File: config.mk
export PLATFORM = sky130hd
export DESIGN_NAME = regfile_read_sched
export DESIGN_NICKNAME = d
export VERILOG_FILES = /design/src/rtl/regfile_read_sched.sv
export SDC_FILE = /design/constraint.sdc
export NUM_CORES = 1
export LEC_CHECK = 0
export ABC_CLOCK_PERIOD_IN_PS = 2600
export CAP_MARGIN = 20
export CORE_AREA = 5 5 142 144
export CTS_CLUSTER_DIAMETER = 40
export DETAILED_ROUTE_END_ITERATION = 6
export DIE_AREA = 0 0 147 149
export HOLD_SLACK_MARGIN = 0.05
export PLACE_DENSITY_LB_ADDON = 0.12
export SYNTH_ARGS = -nofsm -noshare
export SYNTH_HDL_FRONTEND = slang
export SYNTH_SLANG_ARGS = --single-unit
File: constraint.sdc
create_clock -name clk -period 2.6 [get_ports clk]
set_input_delay 0.39 -clock clk [delete_from_list [all_inputs] [get_ports clk]]
set_output_delay 0.39 -clock clk [all_outputs]
set_load 0.05 [all_outputs]
File: src/rtl/regfile_read_sched.sv
// ---------------------------------------------------------------------------
// regfile_read_sched
//
// Schedules two requesters onto the single shared read port of the register
// file. The read port is a 32-way combinational select: this block drives the
// registered select index (mux_sel) and samples the selected data (mux_data)
// one cycle later.
//
//   requester A : operand fetch
//   requester B : debug / trap unit
//
// Pipeline
//   accept edge : granted index loaded into mux_sel, stage-1 marker set
//   next edge   : port data (or zero / forwarded write-back data) loaded into
//                 the owner's rdata register, owner's rvalid set
//   rvalid is then held, with rdata stable, until the owner takes it.
//
// Handshakes (same rule on both sides of both requesters)
//   A transfer happens on a rising edge where valid and ready are both high.
//   - request side : x_valid/x_addr come from the requester, x_ready from here.
//                    The requester holds x_valid and x_addr until it sees the
//                    transfer. x_ready never depends combinationally on
//                    x_rready.
//   - response side: x_rvalid/x_rdata come from here, x_rready from the
//                    requester. x_rdata is stable while x_rvalid & !x_rready.
//
// Ports
//   clk, reset_n            clock (rising edge), async active-low reset
//   a_valid/a_addr/a_ready  requester A read request
//   a_rvalid/a_rdata/a_rready  requester A read response
//   b_*                     same for requester B
//   mux_sel                 registered select index to the read port
//   mux_data                read-port data for the current mux_sel
//   wr_en/wr_addr/wr_data   register-file write-back this cycle (forwarding)
// ---------------------------------------------------------------------------
module regfile_read_sched #(
  parameter int DATA_W   = 64,
  parameter int ADDR_W   = 5,
  parameter int ZERO_REG = 1
) (
  input  logic              clk,
  input  logic              reset_n,

  input  logic              a_valid,
  input  logic [ADDR_W-1:0] a_addr,
  output logic              a_ready,
  output logic              a_rvalid,
  output logic [DATA_W-1:0] a_rdata,
  input  logic              a_rready,

  input  logic              b_valid,
  input  logic [ADDR_W-1:0] b_addr,
  output logic              b_ready,
  output logic              b_rvalid,
  output logic [DATA_W-1:0] b_rdata,
  input  logic              b_rready,

  output logic [ADDR_W-1:0] mux_sel,
  input  logic [DATA_W-1:0] mux_data,

  input  logic              wr_en,
  input  logic [ADDR_W-1:0] wr_addr,
  input  logic [DATA_W-1:0] wr_data
);

  typedef enum logic {
    OWN_A = 1'b0,
    OWN_B = 1'b1
  } owner_e;

  // The hard-wired zero register is the all-ones index (31 for 5-bit indices).
  localparam logic [ADDR_W-1:0] ZERO_IDX = '1;

  // -------------------------------------------------------------------------
  // State
  // -------------------------------------------------------------------------
  logic              a_busy_q,     a_busy_d;
  logic              b_busy_q,     b_busy_d;
  owner_e            last_grant_q, last_grant_d;
  logic [ADDR_W-1:0] mux_sel_q,    mux_sel_d;
  logic              s1_valid_q,   s1_valid_d;
  owner_e            s1_owner_q,   s1_owner_d;
  logic              a_rvalid_q,   a_rvalid_d;
  logic              b_rvalid_q,   b_rvalid_d;
  logic [DATA_W-1:0] a_rdata_q,    a_rdata_d;
  logic [DATA_W-1:0] b_rdata_q,    b_rdata_d;

  // -------------------------------------------------------------------------
  // Arbitration
  // -------------------------------------------------------------------------
  logic a_elig;
  logic b_elig;
  logic grant_a;
  logic grant_b;

  always_comb begin
    a_elig  = a_valid & ~a_busy_q;
    b_elig  = b_valid & ~b_busy_q;
    // On a tie the requester that did not win last time gets the port.
    grant_a = a_elig & (~b_elig | (last_grant_q == OWN_B));
    grant_b = b_elig & ~grant_a;
  end

  // ready is withheld from the tie loser so a transfer can only ever happen
  // for the granted requester. An idle requester shows ready whenever the
  // other side is not competing, so a fresh valid is accepted the same cycle.
  always_comb begin
    a_ready = reset_n & ~a_busy_q & (grant_a | ~b_elig);
    b_ready = reset_n & ~b_busy_q & (grant_b | ~a_elig);
  end

  // -------------------------------------------------------------------------
  // Stage-2 result: zero register, write-back forwarding, port data.
  // A write in the stage-1 cycle has already reached the register file, so
  // only a write in this (stage-2) cycle needs to be bypassed.
  // -------------------------------------------------------------------------
  logic              s2_zero;
  logic              s2_fwd;
  logic [DATA_W-1:0] s2_result;

  always_comb begin
    s2_zero   = (ZERO_REG != 0) && (mux_sel_q == ZERO_IDX);
    s2_fwd    = wr_en && (wr_addr == mux_sel_q);
    s2_result = mux_data;
    if (s2_zero) begin
      s2_result = '0;
    end else if (s2_fwd) begin
      s2_result = wr_data;
    end
  end

  // -------------------------------------------------------------------------
  // Next-state: select register and stage-1 marker
  // -------------------------------------------------------------------------
  always_comb begin
    mux_sel_d    = mux_sel_q;
    s1_valid_d   = grant_a | grant_b;
    s1_owner_d   = s1_owner_q;
    last_grant_d = last_grant_q;
    if (grant_a) begin
      mux_sel_d    = a_addr;
      s1_owner_d   = OWN_A;
      last_grant_d = OWN_A;
    end else if (grant_b) begin
      mux_sel_d    = b_addr;
      s1_owner_d   = OWN_B;
      last_grant_d = OWN_B;
    end
  end

  // -------------------------------------------------------------------------
  // Next-state: requester A
  // busy covers accept through response hand-off, so a response and a new
  // accept for the same requester never land on the same edge.
  // -------------------------------------------------------------------------
  always_comb begin
    a_busy_d   = a_busy_q;
    a_rvalid_d = a_rvalid_q;
    a_rdata_d  = a_rdata_q;
    if (a_rvalid_q && a_rready) begin
      a_busy_d   = 1'b0;
      a_rvalid_d = 1'b0;
    end
    if (s1_valid_q && (s1_owner_q == OWN_A)) begin
      a_rvalid_d = 1'b1;
      a_rdata_d  = s2_result;
    end
    if (grant_a) begin
      a_busy_d = 1'b1;
    end
  end

  // -------------------------------------------------------------------------
  // Next-state: requester B
  // -------------------------------------------------------------------------
  always_comb begin
    b_busy_d   = b_busy_q;
    b_rvalid_d = b_rvalid_q;
    b_rdata_d  = b_rdata_q;
    if (b_rvalid_q && b_rready) begin
      b_busy_d   = 1'b0;
      b_rvalid_d = 1'b0;
    end
    if (s1_valid_q && (s1_owner_q == OWN_B)) begin
      b_rvalid_d = 1'b1;
      b_rdata_d  = s2_result;
    end
    if (grant_b) begin
      b_busy_d = 1'b1;
    end
  end

  // -------------------------------------------------------------------------
  // Registers. Reset drops any read in flight; last_grant starts at B so
  // that A wins the first tie.
  // -------------------------------------------------------------------------
  always_ff @(posedge clk or negedge reset_n) begin
    if (!reset_n) begin
      a_busy_q     <= 1'b0;
      b_busy_q     <= 1'b0;
      last_grant_q <= OWN_B;
      mux_sel_q    <= '0;
      s1_valid_q   <= 1'b0;
      s1_owner_q   <= OWN_A;
      a_rvalid_q   <= 1'b0;
      b_rvalid_q   <= 1'b0;
      a_rdata_q    <= '0;
      b_rdata_q    <= '0;
    end else begin
      a_busy_q     <= a_busy_d;
      b_busy_q     <= b_busy_d;
      last_grant_q <= last_grant_d;
      mux_sel_q    <= mux_sel_d;
      s1_valid_q   <= s1_valid_d;
      s1_owner_q   <= s1_owner_d;
      a_rvalid_q   <= a_rvalid_d;
      b_rvalid_q   <= b_rvalid_d;
      a_rdata_q    <= a_rdata_d;
      b_rdata_q    <= b_rdata_d;
    end
  end

  // -------------------------------------------------------------------------
  // Outputs
  // -------------------------------------------------------------------------
  assign mux_sel  = mux_sel_q;
  assign a_rvalid = a_rvalid_q;
  assign a_rdata  = a_rdata_q;
  assign b_rvalid = b_rvalid_q;
  assign b_rdata  = b_rdata_q;

endmodule
# Yosys cells after proc, flatten, opt, wreduce, memory -nomap -nowiden
# Index checks and enable logic that the tools add are counted.
[word_totals]
reg_bits = 140
inputBits = 150
output_inout_bits = 137
[op_classes]
eq_ne = 2
n_mux = 12
bitwise_logic = 18
n_reduce_logical = 10
[ops]
columns = ["operator", "count"]
rows = [
  ["$mux W64", 2],
  ["$mux W5", 2],
  ["$reduce_bool A2 Y1", 5],
  ["$and A1 B1 Y1", 8],
  ["$mux W1", 8],
  ["$not A1 Y1", 6],
  ["$eq A5 B5 Y1", 1],
  ["$eq A5 B5 Y1 const B", 1],
  ["$logic_and A1 B1 Y1", 5],
  ["$or A1 B1 Y1", 4],
]

# Longest topological paths before layout
[logic_depth]
depth_word = 9
depth_mapped = 7
ltp_nobuf = 4

# Worst setup path before layout
# Ideal clock, no wire load.
[synth_timing]
path_type = "reg-to-output"
start = "register last_grant_q"
end = "output port a_ready"
arrival_time_ps = 1737
required_time_ps = 2210
setup_slack_ps = 473
path_stages_with_launch = 3
cell_sequence = "dfstp_2 a21oi_1 nor3b_1"
[synth_between]
elab_chain_len = 4
[synth_lines]
columns = ["element", "line", "text"]
rows = [
  ["start: declaration", "79", "owner_e last_grant_q, last_grant_d;"],
  ["start signal: assignment", "212", "last_grant_q <= last_grant_d;"],
  ["$or A1 B1 Y1", "100", "grant_a = a_elig & (~b_elig | (last_grant_q == OWN_B));"],
  ["$and A1 B1 Y1", "100", ""],
  ["$or A1 B1 Y1", "108", "a_ready = reset_n & ~a_busy_q & (grant_a | ~b_elig);"],
  ["$and A1 B1 Y1", "108", ""],
  ["end: declaration", "46", "output logic a_ready,"],
]
# Every way passes these cells.

# Worst setup path after layout
[layout_timing]
start = "register mux_sel_q[0], in the netlist mux_sel[0]"
end = "output port mux_sel[0]"
[layout_lines]
columns = ["element", "line", "text"]
rows = [
  ["start: declaration", "80", "logic [ADDR_W-1:0] mux_sel_q, mux_sel_d;"],
  ["start signal: assignment", "213", "mux_sel_q <= mux_sel_d;"],
  ["end: declaration", "58", "output logic [ADDR_W-1:0] mux_sel,"],
]
# No word-level cell between the ends.

==> summary.md <==
| Metric | Value |
|---|---|
| CTS tree | `yes` |
| Measured slew at the worst slew-check pin | `1270 ps` |
| Skew-Pair Late Insertion Delay | `430 ps` |
| F_max | `477 MHz` |
| Syn_nets | `1393` |
| Port Buf Inserts | `286` |
| Crit. End Element | `primary output` |
| Max FO, Critical Path | `3` |
| Slew Viols, Final | `0` |
| Setup Skew | `12.4 ps` |
| H-tree lvl count | `4` |
| Grt ovf | `0` |
| Die Height | `149 um` |
| Clock net sink count | `140` |
| Via count | `10011` |
| Die Width | `147 um` |
| Die area | `0.0219 mm2` |
| Hold Crit Class | `input pin to asynchronous set/reset pin` |
| Vias in the first global route | `9372` |
| Slowest CP cell | `clkdlybuf4s50_1` |
| Clock Path Buffers | `2` |
| Critical path class | `flop to primary output` |
| Final Non-Filler Cells | `1669` |
| Post-DRT Antenna Nets | `0` |
| I/O pin count | `287` |
| Largest stage delay, worst path | `820 ps` |
| DRC viols | `0` |
| Post-DP HPWL | `19300 um` |
| Static Leak | `5.29 nW` |
| RR Startpoint | `mux_sel[0]` |
| WL per Instance | `18.5 um` |
| Worst path arrival time | `1700 ps` |
| Yosys Warn Count | `0` |
| Worst Path Required | `2210 ps` |
| Area grow syn2layout | `36.0%` |
| Mapped Area | `0.00950 mm2` |
| Outcome | `finished, final reports clean` |
| CP delay by family, top | `buffers and inverters` |
| CP Launch Point | `mux_sel[0]` |
| Final min period | `2090 ps` |
| Root Buffer | `clkbuf_16` |
| Gpl congestion | `0.851` |
| Final period utilization | `80.6%` |
| Total Wirelength | `30800 um` |
| PD cells | `1380 mW/mm2` |
| Core Area | `0.0186 mm2` |
| Cts bufs inserted | `17` |
| Initial Utilization | `51.1%` |
| Largest net degree at the start of global routing | `258` |
| Commonest non-fill, non-tap cell in the layout | `clkdlybuf4s50_1` |
| Vias per inst | `6.00` |
| Leading cell types in the layout, fill and taps excluded | `clkdlybuf4s50_1, nand3_1, a211oi_1` |
| Synthesized area per cell | `7.65 um2` |
| Worst-path clk slew | `70 ps` |
| Mapped Cells | `1243` |
| First-pass GRT wire length | `49900 um` |
| Cts hold-fix bufs | `1` |
| GR Util All Layers | `27.4%` |
| RSZ-0062 raised after global routing | `no` |
| Layout cells sized above 1 | `6.35%` |
| CP Cell Sequence | `clkdlybuf4s50_1` |
| Initial DRC Count | `809` |
| Buf/Inv on CP | `1` |
| Antenna violations before repair | `4` |
| Cell variety after synth | `29` |
| Worst slew margin | `15.4%` |
| Peak VDD IR | `1.00 mV` |
| Post-cts resize count | `0` |
| Sequential-to-total area share from yosys stat | `36.9%` |
| Max-cap viol count | `0` |
| Final setup viols | `0` |
| Synth Register Bits | `140` |
| Setup TNS | `0 ps` |
| Fin. Hold Viols | `0` |
| Drt pass-1 iters | `5` |
| Dpl cells | `1633` |
| Row count | `50` |
| Layout Nets | `1569` |
| Post-CTS setup buffers | `0` |
| Crit start category | `flop` |
-- registers in the layout, indices dropped and copies added (netlist names) --
| register | cells |
|---|---|
| mux_sel | 5 |
| a_rvalid | 1 |
| b_rdata | 64 |
| s1_owner_q | 1 |
| a_busy_q | 1 |
| last_grant_q | 1 |
| b_rvalid | 1 |
| s1_valid_q | 1 |
| a_rdata | 64 |
| b_busy_q | 1 |
-- per-layer routing --
layer / vias to the layer above / track usage (%) / share of wire, %
met1: 4734 / 38.2 / 43
met2: 426 / 42.1 / 47
li1: 4799 / - / -
met4: 2 / 9.93 / 2.6
met5: - / 0 / 0.042
met3: 50 / 6.17 / 7.8
-- metrics by stage --
step | cell area [um2] | power [mW] | util, % | hold WS, ps | worst slack [ps]
final | 12900 | 17.9 | 69.5 | 326 | 505
after floorplan | 9500 | 11.9 | - | 94.4 | 473
after global placement | 12300 | 15.3 | 66.3 | 204 | 515
after global routing | 12900 | 18.8 | 69.5 | 333 | 482
after detailed placement | 12300 | 15.4 | 66.3 | 204 | 473
after CTS | 12900 | 17.9 | 69.5 | 315 | 491
-- logic make-up after synthesis --
logic type | after synthesis | synth area share, %
buffers and inverters | 287 | 13.5
AOI/OAI and AO/OA | 397 | 29.0
and+or+nand+nor | 414 | 20.1
DFF | 140 | 36.9
xor gates and xnor gates | 5 | 0.540
-- power breakdown --
group	internal (mW)	switching (mW)	total, mW
Clock	1.42	1.01	2.43
Sequential	3.25	0.696	3.94
Combinational	3.56	7.96	11.5
Total	8.22	9.66	17.9
-- Yosys cell counts (all sizes together) --
library cell | count | area [um2]
a211oi | 256 | 2040
nand3 | 256 | 1280
dfrtp | 139 | 3480
nand2 | 138 | 518
o21ai | 132 | 661
inv | 131 | 492
clkbuf | 89 | 338
buf | 67 | 454
nor2 | 10 | 37.5
o22ai | 5 | 31.3
xnor2 | 5 | 51.3
nand2b | 3 | 18.8
a21oi | 2 | 10.0
and4 | 2 | 20.0
nor3b | 2 | 15.0
a21o | 1 | 7.51
and2 | 1 | 6.26
dfstp | 1 | 26.3
nand4 | 1 | 6.26
nor2b | 1 | 6.26
o21a | 1 | 7.51
-- cell type report --
cell class,count,area (um2)
diodes,3,7.51
well taps,234,293
multi-input cells,816,4740
fillers,1559,5660
clock inverters,13,144
inverters,131,492
repair buffers,313,3300
flip-flops and latches,140,3510
clock buffers,19,433
-- final timing paths --
| check | end | slack [ps] | cells past startpoint |
|---|---|---|---|
| max in group asynchronous | mux_sel[0] | 1260 | 3 |
| worst max-delay path | mux_sel[0] | 510 | 1 |
| worst min-delay path | a_busy_q | 330 | 2 |
| min in group clk | a_rdata[54] | 490 | 2 |
| worst max register to register | a_rdata[50] | 600 | 4 |
| worst min register to register | a_rdata[54] | 490 | 2 |
Power figures use the tool's default switching activity.
